[src/rtl/chacha_block_core.sv]
// Iterative ChaCha block function: LANES quarter-rounds per cycle, then feed-forward add.
// Optional macro CHACHA_CTR_AUTOINC_EN adds next_blk/ctr_wrap for block-counter auto-increment.
module chacha_block_core #(
   parameter int ROUNDS = 20,
   parameter int LANES  = 1
) (
   input  logic         clk,
   input  logic         rst_n,
   input  logic         in_valid,
   output logic         in_ready,
   input  logic [511:0] state_in,
   output logic         out_valid,
   input  logic         out_ready,
   output logic [511:0] state_out,
   output logic         busy
`ifdef CHACHA_CTR_AUTOINC_EN
   ,
   input  logic         next_blk,
   output logic         ctr_wrap
`endif
);

   if (!((ROUNDS >= 2) && (ROUNDS <= 20) && ((ROUNDS % 2) == 0)) ||
       !((LANES == 1) || (LANES == 2) || (LANES == 4))) begin : g_bad_cfg
      $error("chacha_block_core: illegal ROUNDS/LANES configuration");
   end

   localparam logic [4:0] DR_LAST = 5'(ROUNDS / 2);

   typedef enum logic [1:0] {S_IDLE, S_ROUND, S_ADD, S_DONE} state_t;

   state_t       r_state, w_state_nxt;
   logic [31:0]  r_init [16];
   logic [31:0]  r_work [16];
   logic [31:0]  w_round [16];
   logic [31:0]  w_load [16];
   logic [2:0]   r_qr_idx;
   logic [4:0]   r_dr_cnt;
   logic [3:0]   w_qr_nxt;
   logic         w_wrap;
   logic         w_start;
   logic         w_auto;
   logic [2:0]   w_grp;
   logic [127:0] w_qr;
   logic [511:0] r_state_out;
   logic         r_in_ready, r_out_valid, r_busy;

   function automatic logic [31:0] rotl(input logic [31:0] v, input int n);
      return (v << n) | (v >> (32 - n));
   endfunction

   function automatic logic [127:0] quarter_round(input logic [31:0] a_in, input logic [31:0] b_in,
                                                  input logic [31:0] c_in, input logic [31:0] d_in);
      logic [31:0] a, b, c, d;
      a = a_in; b = b_in; c = c_in; d = d_in;
      a = a + b; d = rotl(d ^ a, 16);
      c = c + d; b = rotl(b ^ c, 12);
      a = a + b; d = rotl(d ^ a, 8);
      c = c + d; b = rotl(b ^ c, 7);
      return {a, b, c, d};
   endfunction

   // Word index of element k of group g: columns keep the column, diagonals shift it by the row.
   function automatic logic [3:0] grp_idx(input logic [2:0] g, input logic [1:0] k);
      logic [1:0] col;
      if (g[2]) col = g[1:0] + k;
      else      col = g[1:0];
      return {k, col};
   endfunction

   // Start decision and the state to load (fresh input, or stored init with counter bumped).
   always_comb begin
      w_start = 1'b0;
      w_auto  = 1'b0;
      for (int i = 0; i < 16; i++) w_load[i] = state_in[32*i +: 32];
      if (r_state == S_IDLE) begin
         if (in_valid) begin
            w_start = 1'b1;
         end else begin
`ifdef CHACHA_CTR_AUTOINC_EN
            w_start = next_blk;
            w_auto  = next_blk;
`else
            w_start = 1'b0;
`endif
         end
      end else begin
         w_start = 1'b0;
      end
      if (w_auto) begin
         for (int i = 0; i < 16; i++) w_load[i] = r_init[i];
         w_load[12] = r_init[12] + 32'd1;
      end else begin
         w_auto = 1'b0;
      end
   end

   // LANES disjoint quarter-rounds on the current groups of the working state.
   always_comb begin
      w_round = r_work;
      w_grp   = 3'd0;
      w_qr    = 128'd0;
      for (int l = 0; l < LANES; l++) begin
         w_grp = r_qr_idx + 3'(l);
         w_qr  = quarter_round(r_work[grp_idx(w_grp, 2'd0)], r_work[grp_idx(w_grp, 2'd1)],
                               r_work[grp_idx(w_grp, 2'd2)], r_work[grp_idx(w_grp, 2'd3)]);
         w_round[grp_idx(w_grp, 2'd0)] = w_qr[127:96];
         w_round[grp_idx(w_grp, 2'd1)] = w_qr[95:64];
         w_round[grp_idx(w_grp, 2'd2)] = w_qr[63:32];
         w_round[grp_idx(w_grp, 2'd3)] = w_qr[31:0];
      end
   end

   assign w_qr_nxt = {1'b0, r_qr_idx} + 4'(LANES);
   assign w_wrap   = (w_qr_nxt == 4'd8);

   // Next-state logic.
   always_comb begin
      w_state_nxt = r_state;
      case (r_state)
         S_IDLE:  if (w_start) w_state_nxt = S_ROUND; else w_state_nxt = S_IDLE;
         S_ROUND: if (w_wrap && ((r_dr_cnt + 5'd1) == DR_LAST)) w_state_nxt = S_ADD;
                  else w_state_nxt = S_ROUND;
         S_ADD:   w_state_nxt = S_DONE;
         S_DONE:  if (out_ready) w_state_nxt = S_IDLE; else w_state_nxt = S_DONE;
         default: w_state_nxt = S_IDLE;
      endcase
   end

   // State register with handshake/status outputs registered alongside it.
   always_ff @(posedge clk or negedge rst_n) begin
      if (!rst_n) begin
         r_state     <= S_IDLE;
         r_in_ready  <= 1'b1;
         r_out_valid <= 1'b0;
         r_busy      <= 1'b0;
      end else begin
         r_state     <= w_state_nxt;
         r_in_ready  <= (w_state_nxt == S_IDLE);
         r_out_valid <= (w_state_nxt == S_DONE);
         r_busy      <= (w_state_nxt != S_IDLE);
      end
   end

   // Datapath: capture, round iteration, and feed-forward addition.
   always_ff @(posedge clk or negedge rst_n) begin
      if (!rst_n) begin
         for (int i = 0; i < 16; i++) begin
            r_init[i] <= 32'd0;
            r_work[i] <= 32'd0;
         end
         r_qr_idx    <= 3'd0;
         r_dr_cnt    <= 5'd0;
         r_state_out <= 512'd0;
      end else begin
         case (r_state)
            S_IDLE: if (w_start) begin
               r_init   <= w_load;
               r_work   <= w_load;
               r_qr_idx <= 3'd0;
               r_dr_cnt <= 5'd0;
            end
            S_ROUND: begin
               r_work   <= w_round;
               r_qr_idx <= w_wrap ? 3'd0 : w_qr_nxt[2:0];
               if (w_wrap) r_dr_cnt <= r_dr_cnt + 5'd1;
            end
            S_ADD: for (int i = 0; i < 16; i++) r_state_out[32*i +: 32] <= r_work[i] + r_init[i];
            default: ;
         endcase
      end
   end

`ifdef CHACHA_CTR_AUTOINC_EN
   logic r_ctr_wrap;

   // One-cycle pulse when the auto-incremented counter rolls over to zero.
   always_ff @(posedge clk or negedge rst_n) begin
      if (!rst_n) r_ctr_wrap <= 1'b0;
      else        r_ctr_wrap <= w_auto && (r_init[12] == 32'hFFFF_FFFF);
   end

   assign ctr_wrap = r_ctr_wrap;
`endif

   assign in_ready  = r_in_ready;
   assign out_valid = r_out_valid;
   assign busy      = r_busy;
   assign state_out = r_state_out;

endmodule

[config.mk]
export PLATFORM = sky130hd
export DESIGN_NAME = chacha_block_core
export DESIGN_NICKNAME = d
export VERILOG_FILES = /design/src/rtl/chacha_block_core.sv
export SDC_FILE = /design/constraint.sdc
export NUM_CORES = 2
export LEC_CHECK = 0
export ABC_CLOCK_PERIOD_IN_PS = 13260
export CORE_MARGIN = 2
export CORE_UTILIZATION = 34
export DETAILED_ROUTE_END_ITERATION = 8
export SETUP_SLACK_MARGIN = 0.2
export SYNTH_ARGS = -nofsm -noshare
export SYNTH_HDL_FRONTEND = slang
export SYNTH_SLANG_ARGS = --single-unit
[constraint.sdc]
create_clock -name clk -period 13.26 [get_ports clk]
set_input_delay 1.989 -clock clk [delete_from_list [all_inputs] [get_ports clk]]
set_output_delay 1.989 -clock clk [all_outputs]
set_load 0.005 [all_outputs]
==> results.tsv <==
stage	metric	value	unit
outcome	status	finished, final reports clean	
setup_path	worstPathRequired	14.05	ns
yosys	ys_seq_area_frac	0.425	
global_routing	grt_max_degree	187	
timing	period_share	0.938	
routing	avgRoutedWirePerCell	30.3	microns
setup_path	r2r_slack	0.82	ns
yosys	synth_top_area_cell	dfrtp_1	
placed_design	hpwl	366000	microns
setup_path	critPathCaptureType	register	
job	cap_violations	0	
floorplanning	design.core.area	267000	sq um
setup_path	slowest_stage	dfrtp_4	
clock_tree	hold_buffers	0	
setup_path	startpoint_type	register	
yosys	syn_area	91300	sq um
clock_tree	h-tree-depth	4	
finish	syn2layout_area_growth	24.4	%
clock_tree	numCtsBuffers	182	
setup_path	slowest_delay	0.49	ns
timing	final_hold_viol_count	0	
timing	tns	0	ns
placed_design	finalWeightedCongestion	1.03	
yosys	ys_ff_latch	1549	
routing	dr.pass1.iters	6	
routing	wirelength	451000	microns
placed_design	portBuffers	1030	
yosys	synth_ff_type	dfrtp_1	
clock_tree	cts.clk_slew.worst_paths	0.06	ns
floorplanning	rows	190	
clock_tree	cts-root-buf	clkbuf_16	
finish	fin_nets	12400	
placed_design	dpl.cell_count	14600	
timing	rsz0062_at_grt	no	
yosys	synthCells	10100	
global_routing	antenna_found_initial	49	
yosys	synth_nets	11300	
floorplanning	die-area	273000	sq um
routing	ant_nets	0	
global_routing	grt_pass1_wl	623000	microns
timing	fmax	80.4	MHz
routing	drtIter0Drc	8906	
floorplanning	die_w	522	microns
yosys	yosysWarnings	0	
floorplanning	start_util	0.341	
clock_tree	cts_tree	built	
finish	fillCellCount	26300	
finish	final_util	0.424	
timing	clock_skew	0.0554	ns
floorplanning	ios	1031	
finish	final_cells	14900	
setup_path	worstPathArrival	13.23	ns
yosys	yosysUniqueCellTypes	92	
clock_tree	insertion_delay	0.91	ns
clock_tree	clk_path_buf_depth	3	
timing	slew_violations	0	
hold_path	holdCritPathClass	register to register	
yosys	synth_edf_count	0	
yosys	synth_area_leaders	dfrtp_1 (42%), nand2_1 (11%), ha_1 (8.6%)	
yosys	synth_top_area_share	0.424	
timing	slew_headroom	0.0841	
routing	vias_per_cell	5.69	
yosys	synth_async_sr_flop_share	1.00	
setup_path	crit_type	register to register	
routing	num_vias	84800	
timing	min_period	12.44	ns
global_routing	overflow	0	
timing	setup_viol	0	
finish	final_layout_size_suffix_gt1_frac	0.0737	
clock_tree	clock-sinks	1549	
yosys	avgSynthCellArea	9.00	sq um
routing	drc	0	
global_routing	grt_pass1_vias	81300	
global_routing	grt.total_usage	0.322	
setup_path	critPathMaxFanout	14	
timing	timing_worst_slew_pin_value	1.36	ns
floorplanning	die_h	522	microns
cell usage in the layout, fill, tap and decap left out, drive strengths merged, types with 47 or more instances in the layout:
cell           count
buf              262
o31ai             59
o21a             108
o21bai            58
dfrtp           1548
clkbuf           252
mux4             128
nand2b            77
nand3            144
nand2           2697
a31oi             47
nor2b             73
ha               629
o211ai           307
and3              52
a21oi            597
nor3             115
and2              49
a21o             375
o21ai            816
nor2             427
a211oi            68
xnor2            334
inv              235
xor2             326
clkdlybuf4s50   1029
logic make-up (layout without fill, tap and decap cells):
group                    after synthesis  count (layout)  share of synthesized area
AO/OA/AOI/OAI                       2707            2707                      0.189
XOR/XNOR                             663             663                     0.0646
adder cells (fa/ha/maj)              649             649                     0.0906
buffers and inverters                650            1847                     0.0269
flip-flops                          1549            1549                      0.425
multiplexers                         149             149                     0.0339
other                                  0              22                          0
AND/OR/NAND/NOR                     3775            3775                      0.171
cell usage after synthesis (21+ instances only):
library cell and count:
and3_1 52, or2_2 21, inv_1 226, and2_1 48, a21o_1 375, or3_1 24
a31o_2 22, a221o_1 31, a211oi_1 66, clkbuf_1 386, nand2_1 2697, o211ai_1 307
xnor2_1 329, nand4_1 33, o21ai_1 32, o21bai_1 58, a21oi_1 597, nor3_1 115
nor2_1 427, nor2b_1 73, o21ai_0 783, o221ai_1 22, nand3_1 144, o21a_1 108
ha_1 629, a31oi_1 47, nand2b_1 77, o31ai_1 59, buf_1 29, mux4_2 128
dfrtp_1 1548, xor2_1 325
repair_timing:
action,in CTS,in global routing
resized for setup,0,56
setup buffers,0,5
setup endpoints to repair,0,199
layout make-up:
| cell class | count | area (sq um) | area share |
|---|---|---|---|
| timing repair buffer | 1291 | 12400 | 0.109 |
| sequential | 1549 | 38800 | 0.342 |
| clock inverter | 78 | 1210 | 0.0107 |
| tap | 3552 | 4440 | 0.0391 |
| antenna | 22 | 55.1 | 0.000485 |
| multi-input combinational | 7943 | 50500 | 0.445 |
| clock buffer | 252 | 5290 | 0.0466 |
| inverter | 226 | 848 | 0.00747 |
per-stage QoR:
step / setup WS (ns) / hold WS (ns) / cell area [sq um]
floorplan: 1.36 / 0.452 / 91300
global placement: 0.375 / 0.454 / 107000
detailed placement: 0.312 / 0.461 / 107000
CTS: 0.252 / 0.479 / 113000
global route: 0.185 / 0.491 / 113000
finish: 0.817 / 0.475 / 114000
final timing paths:
path	to	from	cells after the start
max	r_work[258]$_DFFE_PN0P_	r_qr_idx[0]$_DFFE_PN0P_	52
min	state_out[82]$_DFFE_PN0P_	state_out[82]$_DFFE_PN0P_	2
max reg2reg	r_work[258]$_DFFE_PN0P_	r_qr_idx[0]$_DFFE_PN0P_	52
min reg2reg	state_out[82]$_DFFE_PN0P_	state_out[82]$_DFFE_PN0P_	2
max in group asynchronous	state_out[27]$_DFFE_PN0P_	rst_n	4
min in group asynchronous	state_out[258]$_DFFE_PN0P_	rst_n	1
state kept, by name, indices dropped and copies added (netlist names):
name / count
r_init: 512
r_work: 512
state_out: 512
r_dr_cnt: 5
r_qr_idx: 3
r_state: 2
busy: 1
in_ready: 1
out_valid: 1
per-layer routing:
layer	vias to the layer above	GRT usage	share of wire
met5	-	0	0.00033
met4	24	0.163	0.058
met3	842	0.0802	0.093
met2	4156	0.486	0.43
met1	42200	0.427	0.41
li1	37600	-	-
worst max-delay path, delay by kind of cell, from the launching register on:
kind,cells,cell delay (ns)
buffers and inverters,7,0.99
AO/OA/AOI/OAI,24,5.60
flip-flops,1,0.49
AND/OR/NAND/NOR,7,1.68
multiplexers,1,0.42
adder cells (fa/ha/maj),5,1.62
XOR/XNOR,8,1.54
Power is left out: the tool's default activity adds up to more than one toggle a clock period on the data nets, which glitch-free logic cannot reach.
